$ cat config.mk
export PLATFORM = sky130hd
export DESIGN_NAME = rf_scoreboard_flat
export DESIGN_NICKNAME = d
export VERILOG_FILES = /design/src/rtl/rf_scoreboard_pkg.sv /design/src/rtl/rf_scoreboard_if.sv /design/src/rtl/rf_scoreboard_sb_counter.sv /design/src/rtl/rf_scoreboard.sv /design/src/flat_wrapper.sv
export SDC_FILE = /design/constraint.sdc
export NUM_CORES = 1
export LEC_CHECK = 0
export CORE_ASPECT_RATIO = 0.8
export CORE_MARGIN = 4
export CORE_UTILIZATION = 40
export CTS_BUF_LIST = sky130_fd_sc_hd__clkbuf_4 sky130_fd_sc_hd__clkbuf_8
export DETAILED_ROUTE_END_ITERATION = 6
export SETUP_SLACK_MARGIN = 0.5
export SKIP_LAST_GASP = 1
export SLEW_MARGIN = 20
export SYNTH_ARGS = -nofsm -noshare
export SYNTH_HDL_FRONTEND = slang
export SYNTH_HIERARCHICAL = 1
export SYNTH_SLANG_ARGS = --single-unit
$ cat constraint.sdc
create_clock -name clk -period 3.2 [get_ports clk]
set_input_delay 0.64 -clock clk [delete_from_list [all_inputs] [get_ports clk]]
set_output_delay 0.64 -clock clk [all_outputs]
set_load 0.05 [all_outputs]
$ cat src/rtl/rf_scoreboard_pkg.sv
// Shared constants and types for the register-file scoreboard.
// R15 is the PC and is never tracked.
package rf_pkg;

  localparam int NUM_REGS = 15;
  localparam int REG_IDX_W = 4;
  localparam int CNT_W = 2;
  localparam logic [3:0] REG_PC = 4'd15;

  typedef logic [REG_IDX_W-1:0] reg_idx_t;

endpackage

$ cat src/rtl/rf_scoreboard_if.sv
// Issue / write-back bundle between the ID stage and the scoreboard.
// The master is the pipeline side, the slave is the scoreboard.
interface rf_scoreboard_if;
  import rf_pkg::*;

  logic issue_valid;
  logic issue_wb_en;
  reg_idx_t issue_dest;
  reg_idx_t issue_src1;
  reg_idx_t issue_src2;
  logic issue_use_src2;
  logic wb_en;
  reg_idx_t wb_dest;
  logic hazard;
  logic issue_ack;
  logic [NUM_REGS-1:0] pending_mask;
  logic err_overflow;
  logic err_underflow;

  modport master (
    output issue_valid, issue_wb_en,
    output issue_dest, issue_src1,
    output issue_src2, issue_use_src2,
    output wb_en, wb_dest,
    input hazard, issue_ack,
    input pending_mask,
    input err_overflow, err_underflow
  );

  modport slave (
    input issue_valid, issue_wb_en,
    input issue_dest, issue_src1,
    input issue_src2, issue_use_src2,
    input wb_en, wb_dest,
    output hazard, issue_ack,
    output pending_mask,
    output err_overflow, err_underflow
  );

endinterface

$ cat src/rtl/rf_scoreboard_sb_counter.sv
// Saturating up/down count of in-flight writers for one register.
// Simultaneous inc and dec cancel; error pulses flag the clipped cases.
module sb_counter #(
  parameter int CNT_W = 2
) (
  input  logic             clk,
  input  logic             rst,
  input  logic             inc,
  input  logic             dec,
  output logic [CNT_W-1:0] cnt,
  output logic             nonzero,
  output logic             ovf_pulse,
  output logic             unf_pulse
);

  localparam logic [CNT_W-1:0] MAX = '1;

  logic up;
  logic dn;

  assign up = inc & ~dec;
  assign dn = dec & ~inc;
  assign nonzero = |cnt;
  assign ovf_pulse = up & (cnt == MAX);
  assign unf_pulse = dn & ~nonzero;

  always_ff @(posedge clk or posedge rst) begin
    if (rst) begin
      cnt <= '0;
    end else if (up && cnt != MAX) begin
      cnt <= cnt + 1'b1;
    end else if (dn && nonzero) begin
      cnt <= cnt - 1'b1;
    end
  end

endmodule

$ cat src/rtl/rf_scoreboard.sv
// ID-stage hazard/issue controller: per-register pending counters,
// source compare, and sticky counter error flags.
module rf_scoreboard #(
  parameter int NUM_REGS  = rf_pkg::NUM_REGS,
  parameter int CNT_W     = rf_pkg::CNT_W,
  parameter bit WB_BYPASS = 1'b1
) (
  input logic clk,
  input logic rst,
  rf_scoreboard_if.slave sb
);

  localparam logic [CNT_W-1:0] ONE = CNT_W'(1);

  logic [CNT_W-1:0]    cnt [NUM_REGS];
  logic [NUM_REGS-1:0] inc;
  logic [NUM_REGS-1:0] dec;
  logic [NUM_REGS-1:0] nz;
  logic [NUM_REGS-1:0] ovf;
  logic [NUM_REGS-1:0] unf;
  logic [NUM_REGS-1:0] live;
  logic [15:0]         live_pad;
  logic                pend1;
  logic                pend2;

  for (genvar i = 0; i < NUM_REGS; i++) begin : g_reg
    localparam rf_pkg::reg_idx_t IDX = rf_pkg::reg_idx_t'(i);

    assign inc[i] = sb.issue_ack & sb.issue_wb_en
                  & (sb.issue_dest == IDX);
    assign dec[i] = sb.wb_en & (sb.wb_dest == IDX);

    // Last writer retiring this cycle is visible via the negedge RF write.
    assign live[i] = nz[i]
                   & ~(WB_BYPASS & dec[i] & (cnt[i] == ONE));

    sb_counter #(.CNT_W(CNT_W)) u_cnt (
      .clk       (clk),
      .rst       (rst),
      .inc       (inc[i]),
      .dec       (dec[i]),
      .cnt       (cnt[i]),
      .nonzero   (nz[i]),
      .ovf_pulse (ovf[i]),
      .unf_pulse (unf[i])
    );
  end

  // Index 15 lands on a zero pad bit, so the PC is never pending.
  assign live_pad = 16'(live);
  assign pend1 = live_pad[sb.issue_src1];
  assign pend2 = live_pad[sb.issue_src2];

  assign sb.hazard = sb.issue_valid
                   & (pend1 | (sb.issue_use_src2 & pend2));
  assign sb.issue_ack = sb.issue_valid & ~sb.hazard;
  assign sb.pending_mask = nz;

  always_ff @(posedge clk or posedge rst) begin
    if (rst) begin
      sb.err_overflow  <= 1'b0;
      sb.err_underflow <= 1'b0;
    end else begin
      sb.err_overflow  <= sb.err_overflow | (|ovf);
      sb.err_underflow <= sb.err_underflow | (|unf);
    end
  end

endmodule

$ cat src/flat_wrapper.sv
// flat-port wrapper written by rule: the top's interface ports become plain ports
module rf_scoreboard_flat 
#(
  parameter int NUM_REGS  = rf_pkg::NUM_REGS,
  parameter int CNT_W     = rf_pkg::CNT_W,
  parameter bit WB_BYPASS = 1'b1
)
  (clk, rst, sb_issue_valid, sb_issue_wb_en, sb_issue_dest, sb_issue_src1, sb_issue_src2, sb_issue_use_src2, sb_wb_en, sb_wb_dest, sb_hazard, sb_issue_ack, sb_pending_mask, sb_err_overflow, sb_err_underflow);
  rf_scoreboard_if sb_i ();
  input logic clk;
  input logic rst;
  input wire logic [$bits(sb_i.issue_valid)-1:0] sb_issue_valid;
  input wire logic [$bits(sb_i.issue_wb_en)-1:0] sb_issue_wb_en;
  input wire logic [$bits(sb_i.issue_dest)-1:0] sb_issue_dest;
  input wire logic [$bits(sb_i.issue_src1)-1:0] sb_issue_src1;
  input wire logic [$bits(sb_i.issue_src2)-1:0] sb_issue_src2;
  input wire logic [$bits(sb_i.issue_use_src2)-1:0] sb_issue_use_src2;
  input wire logic [$bits(sb_i.wb_en)-1:0] sb_wb_en;
  input wire logic [$bits(sb_i.wb_dest)-1:0] sb_wb_dest;
  output wire logic [$bits(sb_i.hazard)-1:0] sb_hazard;
  output wire logic [$bits(sb_i.issue_ack)-1:0] sb_issue_ack;
  output wire logic [$bits(sb_i.pending_mask)-1:0] sb_pending_mask;
  output wire logic [$bits(sb_i.err_overflow)-1:0] sb_err_overflow;
  output wire logic [$bits(sb_i.err_underflow)-1:0] sb_err_underflow;
  assign sb_i.issue_valid = sb_issue_valid;
  assign sb_i.issue_wb_en = sb_issue_wb_en;
  assign sb_i.issue_dest = sb_issue_dest;
  assign sb_i.issue_src1 = sb_issue_src1;
  assign sb_i.issue_src2 = sb_issue_src2;
  assign sb_i.issue_use_src2 = sb_issue_use_src2;
  assign sb_i.wb_en = sb_wb_en;
  assign sb_i.wb_dest = sb_wb_dest;
  assign sb_hazard = sb_i.hazard;
  assign sb_issue_ack = sb_i.issue_ack;
  assign sb_pending_mask = sb_i.pending_mask;
  assign sb_err_overflow = sb_i.err_overflow;
  assign sb_err_underflow = sb_i.err_underflow;
  rf_scoreboard #(.NUM_REGS(NUM_REGS), .CNT_W(CNT_W), .WB_BYPASS(WB_BYPASS)) u_core (.clk(clk), .rst(rst), .sb(sb_i));
endmodule
Word-level counts from Yosys, hierarchy flattened
Cells that the tools add are included.

cells by class
  $add $sub $neg = 30
  reductions and logical operators = 64
  multiplexer cells = 34
  equal/unequal tests = 73
  $lt $le $gt $ge = 2
  bitwise operators = 188

operators by type and width
  kind                 number
  $and 1x1->1          124
  $not 1->1            61
  $mux 2               30
  $eq 4x4->1 const B   14
  $eq 4x3->1 const B   8
  $add 2x1->2 const B  15
  $eq 2x1->1 const B   15
  $eq 2x2->1 const B   15
  $logic_and 1x1->1    30
  $ne 2x2->1 const B   15
  $reduce_bool 2->1    15
  $reduce_or 15->1     2
  $reduce_or 2->1      15
  $sub 2x1->2 const B  15
  $eq 4x2->1 const B   4
  $lt 4x5->1 const B   2
  $bmux 1 s4           2
  $eq 4x1->1 const B   2
  $logic_not 4->1      2
  $or 1x1->1           3
  $mux 1               2

storage, ports and cells
  input bits = 22
  flip-flop bits (word level) = 32
  word-level logic and storage cells = 408
  output and inout port bits = 19

Longest topological paths before layout
  word-level depth = 19
  depth in mapped cells = 12
  mapped depth without buffers = 10

Modules after synthesis
Netlist, hierarchy kept.

modules (own cells, without submodules)
  module         cells each  area an instance (µm²)  seq. area each (µm²)  instances
  sb_counter     16          136.4                   50.0                  15
  rf_scoreboard  144         1004.7                  50.0                  1

Worst setup path before layout
Ideal clock, no wire load.

  kind = in2out
  start = input sb_wb_dest[1]
  end = output sb_issue_ack
  setup slack = -751 ps
  arrival = 3311 ps
  stages on the path = 8
  required time = 2560 ps
  buffers on the path = 2
  path through = or3b_1 -> buf_4 -> o41ai_4 -> a22oi_1 -> a311oi_2 -> nor4_2 -> buf_6 -> nor3b_1

between the ends
  longest elaborated chain between the ends = 12
  elaborated cells on any way between the ends = 84
  those cells by class = eq/ne (14); mux (4); bitwise (65); reduce/logical (1)

ends and longest elaborated chain
  element                                   line                 RTL
  start, declared                           flat_wrapper.sv:19   input wire logic [$bits(sb_i.wb_dest)-1:0] sb_wb_dest;
  $eq 4x1->1, or another cell as far along  rf_scoreboard.sv:31  assign dec[i] = sb.wb_en & (sb.wb_dest == IDX);
  $and 1x1->1                               rf_scoreboard.sv:31
  $and 1x1->1                               rf_scoreboard.sv:35  & ~(WB_BYPASS & dec[i] & (cnt[i] == ONE));
  $not 1->1                                 rf_scoreboard.sv:35
  $and 1x1->1                               rf_scoreboard.sv:35
  $bmux 1 s4                                rf_scoreboard.sv:52  assign pend2 = live_pad[sb.issue_src2];
  $mux 1 (not written as such)              rf_scoreboard.sv:52
  $and 1x1->1                               rf_scoreboard.sv:55  & (pend1 | (sb.issue_use_src2 & pend2));
  $or 1x1->1 (*)                            rf_scoreboard.sv:55
  $and 1x1->1 (*)                           rf_scoreboard.sv:55
  $not 1->1 (*)                             rf_scoreboard.sv:56  assign sb.issue_ack = sb.issue_valid & ~sb.hazard;
  $and 1x1->1 (*)                           rf_scoreboard.sv:56
  end, declared                             flat_wrapper.sv:21   output wire logic [$bits(sb_i.issue_ack)-1:0] sb_issue_ack;

Every way passes the cells marked *; elsewhere a longest branch is shown, timed or not. The select of a mux whose other input is x is not followed.

Worst setup path after layout
  start = input sb_wb_dest[1]
  end = register u_core.sb.err_underflow

between the ends
  longest elaborated chain between the ends = 19
  elaborated cells on any way between the ends = 147
  those cells by class = eq/ne (14); mux (4); bitwise (127); reduce/logical (2)

ends and longest elaborated chain
  element                                   line                            RTL
  $eq 4x1->1, or another cell as far along  rf_scoreboard.sv:31
  $and 1x1->1                               rf_scoreboard.sv:31
  $and 1x1->1                               rf_scoreboard.sv:35
  $not 1->1                                 rf_scoreboard.sv:35
  $and 1x1->1                               rf_scoreboard.sv:35
  $bmux 1 s4                                rf_scoreboard.sv:52
  $mux 1 (not written as such)              rf_scoreboard.sv:52
  $and 1x1->1                               rf_scoreboard.sv:55
  [5 not listed]                            --
  $and 1x1->1 (*)                           rf_scoreboard.sv:30             & (sb.issue_dest == IDX);
  net u_core.inc[8]                         rf_scoreboard.sv:16             logic [NUM_REGS-1:0] inc;
  $not 1->1 (*)                             rf_scoreboard_sb_counter.sv:22  assign dn = dec & ~inc;
  $and 1x1->1 (*)                           rf_scoreboard_sb_counter.sv:22
  $and 1x1->1 (*)                           rf_scoreboard_sb_counter.sv:25  assign unf_pulse = dn & ~nonzero;
  net u_core.unf[8]                         rf_scoreboard.sv:20             logic [NUM_REGS-1:0] unf;
  $reduce_or 15->1 (*)                      rf_scoreboard.sv:65             sb.err_underflow <= sb.err_underflow | (|unf);
  $or 1x1->1 (*)                            rf_scoreboard.sv:65
  end signal, assigned                      rf_scoreboard.sv:65
  end, declared                             rf_scoreboard_if.sv:37          output err_overflow, err_underflow

Mark *: on every way through the listed nets, which the timed path passes. The rest lies on a longest branch. The select of a mux whose other input is x is not followed.
A chain may end at the register's enable or synchronous reset.

==> flow_metrics.py <==
metrics = {
    "place": {
        "place.gp.congestion": 0.956,
        "dpl-instance-area_mm2": 0.00427,
        "dpl.hpwl_um": 8040,
        "preCtsSetupSlack_ps": -1240,
        "io_buffers": 40,
    },
    "die": {
        "fp.dieH_um": 86.1,
        "core_region_area_mm2": 0.00739,
        "start_util_pct": 41.3,
        "die-area_mm2": 0.00910,
        "core.rowCount": 28,
        "fp.dieW_um": 106,
        "io_pins": 41,
    },
    "worst_setup_path": {
        "worstSetupPathDepth": 14,
        "cp.arrival_ps": 3940,
        "crit_start": "sb_wb_dest[1]",
        "path_common_cell": "buf_6",
        "reg2reg_slack_ps": -350,
        "worst_path_max_delay_cell": "nor4_1",
        "reg2reg_depth": 12,
        "crit_path_end_kind": "flop",
        "required_ps": 3340,
        "cp-start-kind": "input pin",
        "path_cells": "buf_8, or3b_4, buf_6, o41ai_4, a22oi_1, a311oi_2, nor4_4, buf_6, buf_4, nor4_2, nand2b_1, nor2_1, nor4_1, nand4_1",
        "worstSetupPathType": "in -> reg",
        "cp_num_buf_inv": 4,
        "critPathMaxFanout": 5,
        "slowest_delay_ps": 480,
        "cp_top_family": "simple AND/OR/NAND/NOR gates",
        "reg2reg_from": "u_core/g_reg[11].u_cnt/cnt[1]$_DFFE_PP0P_",
        "r2r_end": "u_core/sb.err_underflow$_DFF_PP0_",
        "endpoint": "u_core/sb.err_underflow$_DFF_PP0_",
    },
    "timing": {
        "finalHoldViolCount": 0,
        "relSlewSlack_pct": 47.5,
        "skew_ps": 9.78,
        "fmax_mhz": 263,
        "fin_crit_sh_pct": 119,
        "setup_ws_ps": -606,
        "final.setup.tns_ps": -1940,
        "finalMaxSlewViolations": 0,
        "fin_crit_ps": 3810,
        "tightest_slew_ps": 784,
        "setup_viol": 13,
        "holdWs_ps": 534,
        "grt_setup_unrepaired": "yes",
    },
    "logic_synthesis": {
        "synthFlopType": "dfrtp_1",
        "synth_fp_nets": 406,
        "async_reset_ff_share_pct": 100,
        "synth_seq_area_share_pct": 26.3,
        "synthCells": 384,
        "ys_seq_elements": 32,
        "syn_area_mm2": 0.00305,
        "synth_edf_count": 0,
        "avgSynthCellArea_um2": 7.94,
        "synth_cell_types": 45,
        "yosysWarnings": 6,
    },
    "power_and_ir_drop": {
        "finalPower_mw": 2.09,
        "power.leakage_nw": 2.19,
        "p_switching_uw": 889,
        "netSwitchingFraction_pct": 42.6,
        "intPower_mw": 1.20,
        "pwr-share-comb_pct": 54.6,
        "pwr-share-clk_pct": 19.3,
        "p_seq_share_pct": 26.1,
        "ir_worst_vdd_uv": 259,
        "power_density_mw_per_mm2": 407,
    },
    "job": {
        "max-cap-violations": 0,
    },
    "drt": {
        "via_per_inst": 5.67,
        "firstDrtPassIters": 5,
        "avgRoutedWirePerCell_um": 18.9,
        "ant_nets": 0,
        "vias": 3663,
        "wl_um": 12200,
        "drc_errors": 0,
        "drt_first_iter_violations": 209,
    },
    "clocking": {
        "cts_tree": "built",
        "clk_pin_slew_worst_paths_ps": 70,
        "cts_sinks": 32,
        "root_buffer": "clkbuf_8",
        "cts_max_level": 2,
        "numCtsBuffers": 5,
        "clock_tree.buffer_depth": 2,
        "clkLatencyLatePin_ps": 290,
    },
    "final_layout": {
        "fin_area_mm2": 0.00513,
        "regArea_um2": 801,
        "synthToLayoutAreaGrowth_pct": 68.1,
        "multiInputGateArea_mm2": 0.00261,
        "nets": 562,
        "diodes": 0,
        "fillers": 574,
        "drive_above_1_share_pct": 43.6,
    },
    "global_routing": {
        "grt_pass1_vias": 3505,
        "antenna_found_initial": 0,
        "grt_pass1_wl_um": 17800,
        "grt_usage_pct": 24.4,
        "grt_overflow": 0,
        "grt_max_degree": 17,
    },
    "status": {
        "violations": "setup timing",
        "outcome": "finished, violations left",
    },
    "hold_path": {
        "min_from": "u_core/sb.err_overflow$_DFF_PP0_",
        "hp-class": "reg -> reg",
    },
}
[Yosys cell counts (4+ instances only)]
| master | instances | area share [%] |
|---|---|---|
| nor3_2 | 15 | 4.9 |
| nand2_1 | 6 | 0.74 |
| or2_1 | 16 | 3.3 |
| nor2b_1 | 4 | 0.82 |
| inv_1 | 30 | 3.7 |
| nor4_1 | 21 | 4.3 |
| nand3_1 | 6 | 0.98 |
| nand2b_1 | 34 | 7.0 |
| nand4_1 | 5 | 1.0 |
| and3b_1 | 16 | 4.6 |
| o41ai_1 | 8 | 2.3 |
| and3_1 | 15 | 3.1 |
| a21oi_1 | 15 | 2.5 |
| o211ai_1 | 7 | 1.7 |
| o21ai_1 | 16 | 2.6 |
| dfrtp_1 | 32 | 26 |
| a22oi_1 | 4 | 0.98 |
| nor2b_2 | 15 | 4.3 |
| nor2_1 | 65 | 8.0 |
| nand4b_1 | 4 | 1.1 |
| a21oi_2 | 15 | 4.3 |
[metal layers]
layer | global-route usage (%) | vias to the layer above | wire [um]
li1 | - | 1703 | -
met1 | 33.7 | 1750 | 5320
met2 | 38.8 | 169 | 5590
met3 | 4.97 | 41 | 863
met4 | 6.71 | 0 | 462
met5 | 0 | - | 0
[power by group through the flow]
stage	clock, mW	combinational, mW	sequential [mW]
global placement	0	0.944	0.542
finish	0.402	1.14	0.544
CTS	0.410	1.03	0.540
global route	0.427	1.20	0.553
detailed placement	0	0.954	0.548
floorplan	0	0.592	0.540
[state kept, by name, summed over array words and instances (netlist names)]
signal and count:
u_core/sb.err_underflow 1, u_core/g.u_cnt/cnt 30, u_core/sb.err_overflow 1
[repair_timing]
action	in CTS	in global routing
gates resized for setup	72	48
hold buffers	0	0
setup endpoints to repair	34	34
pin swaps	19	19
buffers inserted	14	12
[final cells by class]
| class | count | area share (%) |
|---|---|---|
| Multi-Input combinational cell | 315 | 50.9 |
| Timing Repair Buffer | 156 | 26.6 |
| Sequential cell | 32 | 15.6 |
| Tap cell | 105 | 2.56 |
| Inverter | 30 | 2.20 |
| Clock buffer | 6 | 1.49 |
| Clock inverter | 2 | 0.683 |
[how the worst min path moves through the flow]
stage | slack (ps) | endpoint | cells past startpoint
3_5_place_dp | 500 | u_core/sb.err_overflow$_DFF_PP0_ | 2
5_1_grt | 560 | u_core/sb.err_overflow$_DFF_PP0_ | 2
4_1_cts | 520 | u_core/sb.err_overflow$_DFF_PP0_ | 2
6_report | 530 | u_core/sb.err_overflow$_DFF_PP0_ | 2
3_3_place_gp | 480 | u_core/sb.err_overflow$_DFF_PP0_ | 2
2_1_floorplan | 380 | u_core/g_reg[0].u_cnt/cnt[0]$_DFFE_PP0P_ | 1
[kinds of logic (layout without fill, tap and decap cells)]
logic type,after synthesis,after routing,synth area share (%)
AOI/OAI and AO/OA,79,79,19.9
buffers and inverters,37,194,5.21
and+or+nand+nor,235,235,47.9
DFF,32,32,26.3
muxes,1,1,0.738
[stage by stage]
stage,utilization (%),instances
after floorplan,-,384
after global placement,57.7,612
after detailed placement,57.7,612
after CTS,64.3,634
after global routing,69.4,646
final,69.4,646
[cell usage in the layout (no fill, tap or decap), types with 5 or more instances in the layout]
| cell type | instances |
|---|---|
| or2_1 | 11 |
| nand4_1 | 5 |
| nor3_2 | 15 |
| a21oi_1 | 14 |
| nor4_2 | 5 |
| a21oi_2 | 16 |
| nand2b_1 | 29 |
| o21ai_1 | 16 |
| buf_6 | 18 |
| o41ai_2 | 5 |
| buf_4 | 100 |
| o211ai_1 | 7 |
| nor2b_4 | 12 |
| inv_1 | 30 |
| nor4_4 | 17 |
| nor2b_2 | 6 |
| nand3_1 | 6 |
| and3b_1 | 15 |
| clkbuf_8 | 5 |
| clkdlybuf4s50_1 | 30 |
| dfrtp_1 | 32 |
| nand2_1 | 6 |
| and3_1 | 13 |
| nor2_1 | 63 |
[tightest hold or removal path, cell delays in order (launching register included)]
cell	delay, ps
dfrtp_1	370
nor4_1	60
nand4_1	70
(Power assumes the default switching activity.)
